$ cat src/rtl/guybox_input_pkg.sv
// guybox_input_pkg
//   Shared definitions for the GuyBox button input path: button indices,
//   bus width, default timing for a 50 MHz clk, and the per-button
//   auto-repeat state encoding.
//   Bit order on every button bus: {Start, C, B, A, Right, Left, Down, Up}.
package guybox_input_pkg;

  localparam int NUM_BUTTONS = 8;

  localparam int BTN_UP    = 0;
  localparam int BTN_DOWN  = 1;
  localparam int BTN_LEFT  = 2;
  localparam int BTN_RIGHT = 3;
  localparam int BTN_A     = 4;
  localparam int BTN_B     = 5;
  localparam int BTN_C     = 6;
  localparam int BTN_START = 7;

  // 50 MHz: 5 ms debounce, 500 ms to first repeat, 100 ms repeat period.
  localparam int DEFAULT_DEBOUNCE_CYCLES = 250000;
  localparam int DEFAULT_REPEAT_DELAY    = 25000000;
  localparam int DEFAULT_REPEAT_PERIOD   = 5000000;

  // Only the D-pad auto-repeats.
  localparam logic [NUM_BUTTONS-1:0] DEFAULT_REPEAT_MASK = 8'h0F;

  typedef enum logic [1:0] {
    RPT_IDLE   = 2'd0,
    RPT_DELAY  = 2'd1,
    RPT_REPEAT = 2'd2
  } rpt_state_e;

  function automatic int max2(input int a, input int b);
    return (a > b) ? a : b;
  endfunction

endpackage

$ cat src/rtl/button_conditioner_if.sv
// button_conditioner_if
//   Bundles the button path between the pin side and the UI FSMs.
//   Signals:
//     en          event enable (pulses suppressed while low)
//     raw_buttons asynchronous button pins, 1 = pressed
//     btn_level   debounced level, 1 = held
//     btn_press   one-cycle pulse on debounced press
//     btn_release one-cycle pulse on debounced release
//     btn_event   press or auto-repeat pulse, consumed by the UI FSMs
//   Modports:
//     master  side driving pins/enable and observing the results
//     slave   the conditioner itself
interface button_conditioner_if;
  import guybox_input_pkg::*;

  logic                   en;
  logic [NUM_BUTTONS-1:0] raw_buttons;
  logic [NUM_BUTTONS-1:0] btn_level;
  logic [NUM_BUTTONS-1:0] btn_press;
  logic [NUM_BUTTONS-1:0] btn_release;
  logic [NUM_BUTTONS-1:0] btn_event;

  modport master (
    output en,
    output raw_buttons,
    input  btn_level,
    input  btn_press,
    input  btn_release,
    input  btn_event
  );

  modport slave (
    input  en,
    input  raw_buttons,
    output btn_level,
    output btn_press,
    output btn_release,
    output btn_event
  );

endinterface

$ cat src/rtl/button_debounce_bit.sv
// button_debounce_bit
//   One button: two-flop synchronizer, stable-count debounce and
//   registered press/release pulses.
//   Ports:
//     clk, rst   system clock, async active-low reset
//     en_i       pulse enable (level is never gated)
//     raw_i      asynchronous button pin
//     level_o    debounced level (registered)
//     press_o    registered pulse, first cycle level_o = 1
//     release_o  registered pulse, first cycle level_o = 0
//     level_d_o  next value of level_o (same-edge view for the repeat FSM)
//     rise_o     next value of press_o (same-edge view for the repeat FSM)
module button_debounce_bit #(
  parameter int DEBOUNCE_CYCLES = 4
) (
  input  logic clk,
  input  logic rst,
  input  logic en_i,
  input  logic raw_i,
  output logic level_o,
  output logic press_o,
  output logic release_o,
  output logic level_d_o,
  output logic rise_o
);

  localparam int CW = $clog2(DEBOUNCE_CYCLES + 1);
  localparam logic [CW-1:0] CNT_LAST = CW'(DEBOUNCE_CYCLES - 1);

  logic          meta_q;
  logic          sync_q;
  logic [CW-1:0] cnt_q, cnt_d;
  logic          level_q, level_d;
  logic          press_q, press_d;
  logic          release_q, release_d;

  always_ff @(posedge clk or negedge rst) begin
    if (!rst) begin
      meta_q    <= 1'b0;
      sync_q    <= 1'b0;
      cnt_q     <= '0;
      level_q   <= 1'b0;
      press_q   <= 1'b0;
      release_q <= 1'b0;
    end else begin
      meta_q    <= raw_i;
      sync_q    <= meta_q;
      cnt_q     <= cnt_d;
      level_q   <= level_d;
      press_q   <= press_d;
      release_q <= release_d;
    end
  end

  // The count only survives consecutive mismatching cycles; the >= compare
  // keeps it from wrapping even if it were ever corrupted past the limit.
  always_comb begin
    cnt_d   = '0;
    level_d = level_q;
    if (sync_q != level_q) begin
      if (cnt_q >= CNT_LAST) begin
        level_d = ~level_q;
        cnt_d   = '0;
      end else begin
        cnt_d = cnt_q + 1'b1;
      end
    end
    press_d   = en_i & level_d & ~level_q;
    release_d = en_i & ~level_d & level_q;
  end

  assign level_o   = level_q;
  assign press_o   = press_q;
  assign release_o = release_q;
  assign level_d_o = level_d;
  assign rise_o    = press_d;

endmodule

$ cat src/rtl/button_conditioner.sv
// button_conditioner
//   Synchronises, debounces and edge-detects the 8 GuyBox buttons and
//   adds auto-repeat events for held repeat-enabled buttons.
//   Ports:
//     clk   system clock
//     rst   asynchronous active-low reset
//     bus   button_conditioner_if.slave (en, raw_buttons in;
//           btn_level, btn_press, btn_release, btn_event out)
//
//   Repeat FSM (one per button):
//     state      | meaning
//     RPT_IDLE   | not held, disabled, or not a repeat button
//     RPT_DELAY  | held since press, counting to the first repeat
//     RPT_REPEAT | held past the first repeat, emitting every period
module button_conditioner
  import guybox_input_pkg::*;
#(
  parameter int                     DEBOUNCE_CYCLES = DEFAULT_DEBOUNCE_CYCLES,
  parameter int                     REPEAT_DELAY    = DEFAULT_REPEAT_DELAY,
  parameter int                     REPEAT_PERIOD   = DEFAULT_REPEAT_PERIOD,
  parameter logic [NUM_BUTTONS-1:0] REPEAT_MASK     = DEFAULT_REPEAT_MASK
) (
  input  logic                 clk,
  input  logic                 rst,
  button_conditioner_if.slave  bus
);

  localparam int RCW = $clog2(max2(REPEAT_DELAY, REPEAT_PERIOD));
  localparam logic [RCW-1:0] DELAY_LAST  = RCW'(REPEAT_DELAY - 1);
  localparam logic [RCW-1:0] PERIOD_LAST = RCW'(REPEAT_PERIOD - 1);

  logic [NUM_BUTTONS-1:0] level_w;
  logic [NUM_BUTTONS-1:0] press_w;
  logic [NUM_BUTTONS-1:0] release_w;
  logic [NUM_BUTTONS-1:0] level_d_w;
  logic [NUM_BUTTONS-1:0] rise_w;
  logic [NUM_BUTTONS-1:0] event_q;

  for (genvar i = 0; i < NUM_BUTTONS; i++) begin : g_btn

    button_debounce_bit #(
      .DEBOUNCE_CYCLES(DEBOUNCE_CYCLES)
    ) u_deb (
      .clk       (clk),
      .rst       (rst),
      .en_i      (bus.en),
      .raw_i     (bus.raw_buttons[i]),
      .level_o   (level_w[i]),
      .press_o   (press_w[i]),
      .release_o (release_w[i]),
      .level_d_o (level_d_w[i]),
      .rise_o    (rise_w[i])
    );

    rpt_state_e     state_q, state_d;
    logic [RCW-1:0] cnt_q, cnt_d;
    logic           rep_d;
    logic           hold;

    // Looking at the next debounced level means the FSM drops out on the
    // same edge the release pulse is registered, so a repeat due in that
    // cycle is never emitted. Masked-off bits are pinned to IDLE.
    assign hold = bus.en & level_d_w[i] & REPEAT_MASK[i];

    always_ff @(posedge clk or negedge rst) begin
      if (!rst) begin
        state_q    <= RPT_IDLE;
        cnt_q      <= '0;
        event_q[i] <= 1'b0;
      end else begin
        state_q    <= state_d;
        cnt_q      <= cnt_d;
        event_q[i] <= rise_w[i] | rep_d;
      end
    end

    // Entering DELAY on the same edge as the press pulse makes the counter
    // read 0 during the press cycle, so the first repeat lands exactly
    // REPEAT_DELAY cycles after the press.
    always_comb begin
      state_d = state_q;
      if (!hold) begin
        state_d = RPT_IDLE;
      end else begin
        case (state_q)
          RPT_IDLE:   if (rise_w[i]) state_d = RPT_DELAY;
          RPT_DELAY:  if (cnt_q == DELAY_LAST) state_d = RPT_REPEAT;
          RPT_REPEAT: state_d = RPT_REPEAT;
          default:    state_d = RPT_IDLE;
        endcase
      end
    end

    always_comb begin
      cnt_d = cnt_q + 1'b1;
      rep_d = 1'b0;
      case (state_q)
        RPT_IDLE: cnt_d = '0;
        RPT_DELAY: begin
          if (cnt_q == DELAY_LAST) begin
            rep_d = 1'b1;
            cnt_d = '0;
          end
        end
        RPT_REPEAT: begin
          if (cnt_q == PERIOD_LAST) begin
            rep_d = 1'b1;
            cnt_d = '0;
          end
        end
        default: cnt_d = '0;
      endcase
      if (!hold) begin
        cnt_d = '0;
        rep_d = 1'b0;
      end
    end

  end

  assign bus.btn_level   = level_w;
  assign bus.btn_press   = press_w;
  assign bus.btn_release = release_w;
  assign bus.btn_event   = event_q;

endmodule

$ cat src/flat_wrapper.sv
// flat-port wrapper written by rule: the top's interface ports become plain ports
module button_conditioner_flat import guybox_input_pkg::*;
#(
  parameter int                     DEBOUNCE_CYCLES = DEFAULT_DEBOUNCE_CYCLES,
  parameter int                     REPEAT_DELAY    = DEFAULT_REPEAT_DELAY,
  parameter int                     REPEAT_PERIOD   = DEFAULT_REPEAT_PERIOD,
  parameter logic [NUM_BUTTONS-1:0] REPEAT_MASK     = DEFAULT_REPEAT_MASK
)
  (clk, rst, bus_en, bus_raw_buttons, bus_btn_level, bus_btn_press, bus_btn_release, bus_btn_event);
  button_conditioner_if bus_i ();
  input  logic clk;
  input  logic rst;
  input wire logic [$bits(bus_i.en)-1:0] bus_en;
  input wire logic [$bits(bus_i.raw_buttons)-1:0] bus_raw_buttons;
  output wire logic [$bits(bus_i.btn_level)-1:0] bus_btn_level;
  output wire logic [$bits(bus_i.btn_press)-1:0] bus_btn_press;
  output wire logic [$bits(bus_i.btn_release)-1:0] bus_btn_release;
  output wire logic [$bits(bus_i.btn_event)-1:0] bus_btn_event;
  assign bus_i.en = bus_en;
  assign bus_i.raw_buttons = bus_raw_buttons;
  assign bus_btn_level = bus_i.btn_level;
  assign bus_btn_press = bus_i.btn_press;
  assign bus_btn_release = bus_i.btn_release;
  assign bus_btn_event = bus_i.btn_event;
  button_conditioner #(.DEBOUNCE_CYCLES(DEBOUNCE_CYCLES), .REPEAT_DELAY(REPEAT_DELAY), .REPEAT_PERIOD(REPEAT_PERIOD), .REPEAT_MASK(REPEAT_MASK)) u_core (.clk(clk), .rst(rst), .bus(bus_i));
endmodule
$ cat config.mk
export PLATFORM = sky130hd
export DESIGN_NAME = button_conditioner_flat
export DESIGN_NICKNAME = d
export VERILOG_FILES = /design/src/rtl/guybox_input_pkg.sv /design/src/rtl/button_conditioner_if.sv /design/src/rtl/button_debounce_bit.sv /design/src/rtl/button_conditioner.sv /design/src/flat_wrapper.sv
export SDC_FILE = /design/constraint.sdc
export NUM_CORES = 1
export LEC_CHECK = 0
export ABC_CLOCK_PERIOD_IN_PS = 2490
export BUFFER_PORTS_ARGS = -buffer_cell sky130_fd_sc_hd__buf_2
export CAP_MARGIN = 20
export CORE_MARGIN = 8
export CORE_UTILIZATION = 30
export CTS_CLUSTER_DIAMETER = 40
export DETAILED_ROUTE_END_ITERATION = 10
export GPL_TIMING_DRIVEN = 0
export PLACE_DENSITY = 0.53
export SLEW_MARGIN = 40
export SYNTH_ARGS = -nofsm -noshare
export SYNTH_HDL_FRONTEND = slang
export SYNTH_HIERARCHICAL = 1
export SYNTH_SLANG_ARGS = --single-unit
$ cat constraint.sdc
create_clock -name clk -period 2.49 [get_ports clk]
set_input_delay 0.3735 -clock clk [delete_from_list [all_inputs] [get_ports clk]]
set_output_delay 0.3735 -clock clk [all_outputs]
set_load 0.02 [all_outputs]
After elaboration in Yosys (flattened, before gate mapping)
Cells that the tools add are included.
Cells by class
  add/subtract/negate cells: 12
  magnitude comparators: 8
  equality and inequality tests: 32
  mux-type cells: 80
  bitwise gates (word level): 52
  reductions and logical operators: 8
Operator list (number)
  $mux W25: 12
  $mux W18: 16
  $pmux W25 S2: 4
  $add A18 B1 Y18 const B: 8
  $ge A18 B18 Y1 const B: 8
  $add A25 B1 Y25 const B: 4
  $eq A25 B23 Y1 const B: 4
  $eq A25 B25 Y1 const B: 4
  $and A1 B1 Y1: 32
  $mux W1: 28
  $mux W2: 12
  $ne A3 B3 Y1 const B: 8
  $pmux W2 S3: 4
  $not A1 Y1: 16
  $eq A2 B1 Y1 const B: 4
  $eq A2 B2 Y1 const B: 4
  $logic_not A2 Y1: 4
  $ne A1 B1 Y1: 8
  $pmux W1 S2: 4
  $reduce_and A2 Y1: 4
  $or A1 B1 Y1: 4
Word-level totals
  bits in registers: 296
  input bits: 11
  output and inout bits: 32
  word-level logic and storage cells: 252

Logic depth before layout (Yosys ltp)
Gate-level depths: netlist (run 1).
  depth in word-level cells: 8
  depth in mapped cells: 11
  depth with buffers taken out: 10

Cells and area by module
Netlist (run 1), hierarchy kept.
By module, submodules not included
  button_debounce_bit: instances 8, cells each 101, area each 1173.6 µm², seq. area each 575.6 µm²
  button_conditioner: instances 1, cells each 611, area each 5987.0 µm², seq. area each 2902.8 µm²

Least setup slack after synthesis (run 1)
No wires, ideal clock.
  kind: reg-to-reg
  start point: reg u_core.g_btn[1].u_deb.cnt_q[0]
  end point: reg u_core.g_btn[1].cnt_q[16]
  library setup time: 0.132 ns
  data arrival time: 2.377 ns
  required time: 2.358 ns
  path slack: -0.019 ns
  cell stages (with the launch flop): 11
  path buffers: 1
  clock period less this slack: 2.509 ns
  cells stage by stage: dfrtp_1 -> ha_1 -> and3_1 -> o211ai_2 -> o21ai_1 -> mux2_4 -> and3_1 -> nand2_1 -> o22a_1 -> clkbuf_1 -> nor2_1
On the way
  longest elaborated chain between the ends: 5
Ends and longest elaborated chain
  start, declared: RTL line button_debounce_bit.sv:32  | logic [CW-1:0] cnt_q, cnt_d;
  start signal, assigned: RTL line button_debounce_bit.sv:48  | cnt_q <= cnt_d;
  $ge A18 B18 Y1: RTL line button_debounce_bit.sv:61  | if (cnt_q >= CNT_LAST) begin
  $mux W1: RTL line button_debounce_bit.sv:61
  $mux W1: RTL line button_debounce_bit.sv:60  | if (sync_q != level_q) begin
  via u_core.level_d_w[1]: RTL line button_conditioner.sv:35  | logic [NUM_BUTTONS-1:0] level_d_w;
  $and A1 B1 Y1: RTL line button_conditioner.sv:63  | assign hold = bus.en & level_d_w[i] & REPEAT_MASK[i];
  $mux W25: RTL line button_conditioner.sv:113  | if (!hold) begin
  via u_core.g_btn[1].cnt_d[16]: RTL line button_conditioner.sv:56  | logic [RCW-1:0] cnt_q, cnt_d;
  end signal, assigned: RTL line button_conditioner.sv:72  | cnt_q <= cnt_d;
  end, declared: RTL line button_conditioner.sv:56
The timed path passes the listed nets, and every way through them passes these cells.
A chain may end at the register's enable or synchronous reset.

Final worst setup path (run 1)
  start point: reg u_core.g_btn[3].u_deb.cnt_q[9]
  end point: reg u_core.g_btn[3].cnt_q[15]
On the way
  longest elaborated chain between the ends: 5
Ends and longest elaborated chain (RTL line)
  start, declared: button_debounce_bit.sv:32
  start signal, assigned: button_debounce_bit.sv:48
  $ge A18 B18 Y1: button_debounce_bit.sv:61
  $mux W1: button_debounce_bit.sv:61
  $mux W1: button_debounce_bit.sv:60
  via u_core.level_d_w[3]: button_conditioner.sv:35
  $and A1 B1 Y1: button_conditioner.sv:63
  $mux W25: button_conditioner.sv:113
  via u_core.g_btn[3].cnt_d[15]: button_conditioner.sv:56
  end signal, assigned: button_conditioner.sv:72
  end, declared: button_conditioner.sv:56
The timed path passes the listed nets, and every way through them passes these cells.

==> results of run 1 <==
## synthesized netlist by cell type (all sizes together) (12+ instances only)
master / n / area [um^2]
xnor2: 137 / 1200
ha: 27 / 338
nand2: 60 / 225
nand3: 84 / 460
and3: 27 / 169
xor2: 82 / 718
inv: 55 / 206
o21ai: 12 / 60.1
buf: 22 / 307
dfrtp: 300 / 7510
nor2: 294 / 1680
and4b: 17 / 170
nor3: 41 / 210
nand4: 71 / 444
nor4: 55 / 359
or4: 19 / 180
o211ai: 24 / 330
## repair_timing
action | 4_1_cts | 5_1_grt
hold buffers | 9 | 0
pin swaps | 6 | 13
gates resized for setup | 19 | 23
endpoints found under the setup margin | 74 | 91
buffers inserted | 11 | 11
cloned | 2 | 0
endpoints found under the hold margin | 66 | 0
## final cells by class
cell class                 count  area (um^2)
timing repair buffer          79          621
fill                        4999        32100
clock buffer                  62         1440
clock inverter                38          442
multi-input combinational   1036         7490
tap                          680          851
inverter                      55          206
sequential                   300         7510
buffer                        28          355
## path summary, 6_finish.rpt
kind | end | depth (start not counted) | startpoint
min in group clk | u_core/g_btn[6].u_deb/sync_q | 0 | u_core/g_btn[6].u_deb/meta_q
min | u_core/bus.btn_event[6] | 2 | rst
max reg2reg | u_core/g_btn[3].cnt_q[15] | 11 | u_core/g_btn[3].u_deb/cnt_q[9]
max | u_core/g_btn[3].cnt_q[15] | 11 | u_core/g_btn[3].u_deb/cnt_q[9]
min reg2reg | u_core/g_btn[6].u_deb/sync_q | 0 | u_core/g_btn[6].u_deb/meta_q
max in group asynchronous | u_core/g_btn[2].u_deb/cnt_q[14] | 4 | rst
## registers in the layout (all words and copies together), names as in the netlist
name	flops
u_core/g_btn.u_deb/sync_q	8
u_core/g_btn.u_deb/meta_q	8
u_core/g_btn.cnt_q	100
u_core/g_btn.u_deb/release_o	8
u_core/g_btn.state_q	8
u_core/bus.btn_event	8
u_core/g_btn.u_deb/level_o	8
u_core/g_btn.u_deb/press_o	8
u_core/g_btn.u_deb/cnt_q	144
## metrics by stage
| stage | util [%] | std cells | hold slack, ns |
|---|---|---|---|
| detailed placement | 32.5 | 2145 | 0.337 |
| finish | 37.1 | 2278 | 0.304 |
| global placement | 32.2 | 2141 | 0.334 |
| global route | 37.1 | 2278 | 0.328 |
| floorplan | - | 1419 | 0.0779 |
| CTS | 36.7 | 2267 | 0.301 |
## power by group through the flow
stage                     Clock (W)  Sequential, W  Combinational (W)
final                       0.00752        0.00497           0.000333
after CTS                   0.00778        0.00497           0.000345
after global routing        0.00802        0.00497           0.000383
after detailed placement          0        0.00505           0.000332
after global placement            0        0.00505           0.000305
after floorplan                   0        0.00504           0.000162
## layer usage
metal / vias to the layer above / part of all wire (%) / track usage (%)
met3: 53 / 4.1 / 2.66
met5: - / 0 / 0
met4: 0 / 2.5 / 3.78
li1: 5261 / - / -
met2: 120 / 44 / 16.1
met1: 5211 / 49 / 14.3
## logic make-up (layout without fill, tap and decap cells)
group	count (synthesis)	count (layout)	share of synthesized area, %
fa+ha+maj	27	27	2.20
flops	300	300	48.8
xor+xnor	219	219	12.5
buf+inv	83	262	3.49
simple gates	705	705	27.3
compound gates	71	71	4.52
mux	14	14	1.18
==> qor.log, run 1 <==
[clock_tree] clock insertion delay at the later pin of the skew report 0.59 ns
[worst_setup_path] R2R setup slack 0.06 ns
[clock_tree] clock tree from TritonCTS yes
[power_and_ir_drop] maximum resistive drop on vdd 0.564 mV
[clock_tree] clk root buf sky130_fd_sc_hd__clkbuf_16
[clock_tree] total number of H-tree levels 2
[synth] share of flip-flops with an asynchronous set or reset after synthesis 100%
[worst_setup_path] CP max stage cell sky130_fd_sc_hd__or4_4
[final_layout] Post-layout nets 1592
[drt] mean number of vias per cell 4.67
[sta] crit share post-route 97.5%
[sta] Least-Margin Pin Slew 0.745 ns
[final_layout] fraction of final layout cells with drive strength greater than 1 22.5%
[synth] proportion of synthesized chip area in sequential cells 48.8%
[global_route] antenna violations before repair 1
[power_and_ir_drop] net switching component of the power 0.00289 W
[die] std cell rows 83
[drt] routed vias 10600
[power_and_ir_drop] internal power consumption 0.00994 W
[drt] DR iter-0 viols 438
[synth] Avg Inst Size Synth 10.8 um^2
[place] count of buffers from port buffering 42
[worst_setup_path] sequence of cells on the critical path or4_4 -> nor2_4 -> o21ai_4 -> mux2_4 -> and3_4 -> nand2_1 -> a21oi_2 -> a31oi_4 -> buf_12 -> buf_6 -> nor2_1
[worst_setup_path] CP Launch Type flip-flop
[synth] Yosys warning total 6
[final_layout] most common library cell in the layout ignoring fill and taps sky130_fd_sc_hd__dfrtp_1
[die] die area 58800 um^2
[sta] Hold Fails Final Rpt 0
[die] boundary pin count 43
[die] core outline area 51000 um^2
[power_and_ir_drop] static power due to leakage 7.63 nW
[drt] Routed Antenna Nets 0
[place] placed wire-length estimate after detailed placement 20.2 mm
[worst_setup_path] path type of the worst setup path reg -> reg
[place] Post-Place Cell Area 16600 um^2
[sta] Fin Clk Skew 0.0301 ns
[die] die height 242 um
[worst_setup_path] cell family with most CP delay simple AND/OR/NAND/NOR gates
[power_and_ir_drop] Sw Ratio 22.5%
[sta] time the final worst path needs with I/O delays and setup 2.43 ns
[synth] count of cell types in the netlist 58
[worst_hold_path] kind of path behind the tightest hold check in -> async
[clock_tree] count of clock tree sinks 300
[worst_setup_path] endpoint required time on the critical path 2.94 ns
[sta] final-layout setup total negative slack 0 ns
[synth] cell count after synthesis 1419
[die] Starting Density 30.2%
[sta] min setup slack post-route 0.0617 ns
[power_and_ir_drop] sequential share of power 38.8%
[final_layout] diode insertion count for antenna repair 0
[worst_setup_path] maximum fanout count along the critical path 6
[clock_tree] Clock Path Buffers 3
[power_and_ir_drop] power density over the cells 678 nW/um^2
[global_route] overall fraction of global-route tracks in use 10.5%
[sta] Pins Over Slew Limit 0
[place] final RePlAce weighted congestion 0.775
[outcome] result of the run complete, no violations
[sta] Setup-failing EPs final 0
[clock_tree] clock-pin slew reported for the worst setup and hold paths after clock tree synthesis 0.05 ns
[run] number of maximum-capacitance constraint violations 0
[worst_setup_path] Slowest Stage Delay on Critical Path 0.55 ns
[power_and_ir_drop] power share of the combinational group 2.6%
[global_route] number of global-route vias before repair 10700
[power_and_ir_drop] Total Power 0.0128 W
[worst_setup_path] critical path arrival 2.88 ns
[place] Post-Place Setup Slack -0.464 ns
[synth] most used flip-flop cell after synthesis sky130_fd_sc_hd__dfrtp_1
[synth] Mapped Nets 1457
[worst_setup_path] worst path buffer plus inverter count 2
[global_route] gr ovfl total 0
[power_and_ir_drop] Clk network pwr share 58.6%
[drt] remaining routing DRC violations 0
[die] chip width 242 um
[synth] Post-synth EDFFs 0
[sta] highest clock rate 0.412 GHz
[drt] DR WL/cell 13.5 um
[synth] Seq cells post-synth 300
[final_layout] area growth from synthesis to layout 23.0%
[global_route] pin count of the biggest net entering global routing 75
[final_layout] commonest non-fill, non-tap cells in the layout sky130_fd_sc_hd__dfrtp_1 (299), sky130_fd_sc_hd__nor2_1 (205), sky130_fd_sc_hd__xnor2_1 (137), sky130_fd_sc_hd__xor2_1 (82), sky130_fd_sc_hd__nand3_1 (76)
[sta] slew margin rel. 50.3%
[worst_setup_path] crit path capture type flip-flop
[global_route] global-route wire length before repair 53.5 mm
[drt] total routed wirelength 30.9 mm
[clock_tree] Inserted Clock Buffers 54
[final_layout] post-route standard cell area excluding fillers 18900 um^2
[synth] Cell Area, Synth 15400 um^2
[drt] drt first pass iters 4
(Power assumes the default switching activity.)
==> run 2: changes to the inputs <==
- CORE_UTILIZATION: 30 -> 45
- PLACE_DENSITY: 0.53 -> 0.7
==> run 2 against run 1 <==
Utilization up 18 points. First-iteration DRC count rose by 22%. Fmax is essentially flat. Combinational power down 1%. Count of clock-buffer cells in the layout fell by 11. Register-to-register slack barely moved. Via count about the same. Critical path depth stayed put. Clock skew shrank 0.0029 ns. Global-route usage grew 3.9 points. Total power decreased by 6.6%. Critical path type unchanged. Largest power group unchanged. Highest routed layer unchanged.
==> qor.log, run 2 (synthesis gave the netlist of run 1 again) <==
[worst_setup_path] critical path arrival 2.86 ns
[global_route] met3 track demand over resource 3.18%
[global_route] gr ovfl total 0
[sta] Least-Margin Pin Slew 0.749 ns
[worst_setup_path] CP max stage cell sky130_fd_sc_hd__or4_4
[worst_setup_path] path type of the worst setup path reg -> reg
[place] Post-Place Cell Area 16300 um^2
[sta] Hold Fails Final Rpt 0
[global_route] GR Util met1 19.3%
[clock_tree] clock-pin slew reported for the worst setup and hold paths after clock tree synthesis 0.06 ns
[worst_setup_path] worst path buffer plus inverter count 2
[sta] min setup slack post-route 0.0597 ns
[die] boundary pin count 43
[run] number of maximum-capacitance constraint violations 0
[drt] remaining routing DRC violations 0
[place] Post-Place Setup Slack -0.403 ns
[drt] total routed wirelength 29.0 mm
[die] std cell rows 67
[worst_setup_path] sequence of cells on the critical path or4_4 -> nor2_4 -> o21ai_4 -> mux2_4 -> and3_4 -> nand2_4 -> a21oi_4 -> a31oi_4 -> buf_12 -> buf_6 -> nor2_1
[final_layout] diode insertion count for antenna repair 0
[drt] DR WL/cell 14.3 um
[place] placed wire-length estimate after detailed placement 19.1 mm
[outcome] result of the run complete, no violations
[global_route] antenna violations before repair 1
[clock_tree] Clock Path Buffers 3
[global_route] pin count of the biggest net entering global routing 75
[clock_tree] clock insertion delay at the later pin of the skew report 0.55 ns
[final_layout] largest registers u_core/g_btn.u_deb/cnt_q x144, u_core/g_btn.cnt_q x100
[power_and_ir_drop] maximum resistive drop on vdd 0.651 mV
[place] count of buffers from port buffering 42
[worst_setup_path] CP Launch Type flip-flop
[clock_tree] total number of H-tree levels 2
[sta] final-layout setup total negative slack 0 ns
[final_layout] register name with the most flops u_core/g_btn.u_deb/cnt_q
[drt] mean number of vias per cell 5.24
[sta] Setup-failing EPs final 0
[final_layout] final core area utilization 54.7%
[global_route] number of global-route vias before repair 10700
[global_route] global-route wire length before repair 50.8 mm
[global_route] global routing usage on met2 23.1%
[die] Starting Density 45.7%
[sta] Fin Clk Skew 0.0272 ns
[global_route] overall fraction of global-route tracks in use 14.4%
[final_layout] commonest non-fill, non-tap cells in the layout sky130_fd_sc_hd__dfrtp_1 (297), sky130_fd_sc_hd__nor2_1 (200), sky130_fd_sc_hd__xnor2_1 (137), sky130_fd_sc_hd__xor2_1 (82), sky130_fd_sc_hd__nand3_1 (76)
[power_and_ir_drop] static power due to leakage 7.49 nW
[die] chip width 201 um
[sta] highest clock rate 0.411 GHz
[drt] routed vias 10600
[power_and_ir_drop] power density over the cells 651 nW/um^2
[place] final RePlAce weighted congestion 0.789
[die] die height 201 um
[global_route] most crowded layer after global routing met2
[worst_setup_path] Slowest Stage Delay on Critical Path 0.54 ns
[drt] drt first pass iters 5
[clock_tree] Inserted Clock Buffers 46
[drt] Routed Antenna Nets 0
[sta] slew margin rel. 49.7%
[worst_setup_path] maximum fanout count along the critical path 6
[final_layout] most common library cell in the layout ignoring fill and taps sky130_fd_sc_hd__dfrtp_1
[final_layout] max reg flops 144
[clock_tree] clk root buf sky130_fd_sc_hd__clkbuf_16
[final_layout] post-route standard cell area excluding fillers 18400 um^2
[sta] time the final worst path needs with I/O delays and setup 2.43 ns
[clock_tree] clock tree from TritonCTS yes
[sta] crit share post-route 97.6%
[final_layout] Post-layout nets 1581
[worst_setup_path] crit path capture type flip-flop
[worst_setup_path] endpoint required time on the critical path 2.92 ns
[final_layout] fraction of final layout cells with drive strength greater than 1 22.2%
[clock_tree] count of clock tree sinks 300
[sta] RSZ-0062 raised after global routing yes
[die] core outline area 33600 um^2
[final_layout] area growth from synthesis to layout 19.6%
[worst_setup_path] cell family with most CP delay simple AND/OR/NAND/NOR gates
[sta] Pins Over Slew Limit 0
[worst_hold_path] kind of path behind the tightest hold check in -> async
[die] die area 40300 um^2
[drt] DR iter-0 viols 533
-- run 2: path summary, 6_finish.rpt --
| check | slack, ns | start | cells after the start | end |
|---|---|---|---|---|
| worst max-delay path | 0.06 | u_core/g_btn[3].u_deb/cnt_q[8] | 11 | u_core/g_btn[3].cnt_q[12] |
| worst min-delay path | 0.32 | rst | 2 | u_core/g_btn[3].u_deb/cnt_q[16] |
| worst max register to register | 0.06 | u_core/g_btn[3].u_deb/cnt_q[8] | 11 | u_core/g_btn[3].cnt_q[12] |
| worst min register to register | 0.35 | u_core/g_btn[2].u_deb/meta_q | 0 | u_core/g_btn[2].u_deb/sync_q |
| max in group asynchronous | 1.48 | rst | 3 | u_core/g_btn[4].u_deb/cnt_q[6] |
| min in group clk | 0.35 | u_core/g_btn[2].u_deb/meta_q | 0 | u_core/g_btn[2].u_deb/sync_q |
-- run 2: per-layer routing --
layer  share of wire (%)  routed length [um]  vias up
li1                    -                   -     5226
met1                  47               13500     5208
met2                  47               13700      160
met3                 4.4                1270       41
met4                 1.8                 535        0
met5                   0                   0        -
-- run 2: area by class of cell --
type | count | area, um^2
well taps | 448 | 561
plain buffers | 28 | 352
fillers | 2831 | 15200
multi-input cells | 1036 | 7520
repair buffers | 76 | 618
clock buffers | 51 | 1210
flip-flops and latches | 300 | 7510
inverters | 55 | 206
clock inverters | 34 | 420
-- run 2: metrics by stage --
stage                     std cells  hold slack (ns)  total power (W)
final                          2028            0.321           0.0120
after global routing           2028            0.324           0.0124
after CTS                      2016            0.309           0.0122
after detailed placement       1913            0.288          0.00538
after global placement         1909            0.333          0.00535
after floorplan                1419           0.0779          0.00520
-- run 2: repair_timing --
item                                   in CTS  in global routing
endpoints found under the hold margin      42                  0
setup endpoints to repair                  70                 89
buffers inserted                            7                 12
gates cloned                                2                  0
hold buffers                                9                  0
pin swaps                                   4                 15
resized for setup                          21                 32
-- run 2: power breakdown --
group,switching (W),total [W],internal [W],leakage (nW)
sequential,0.0000463,0.00497,0.00492,4.13
clock,0.00253,0.00668,0.00415,0.786
combinational,0.000217,0.000329,0.000112,2.57
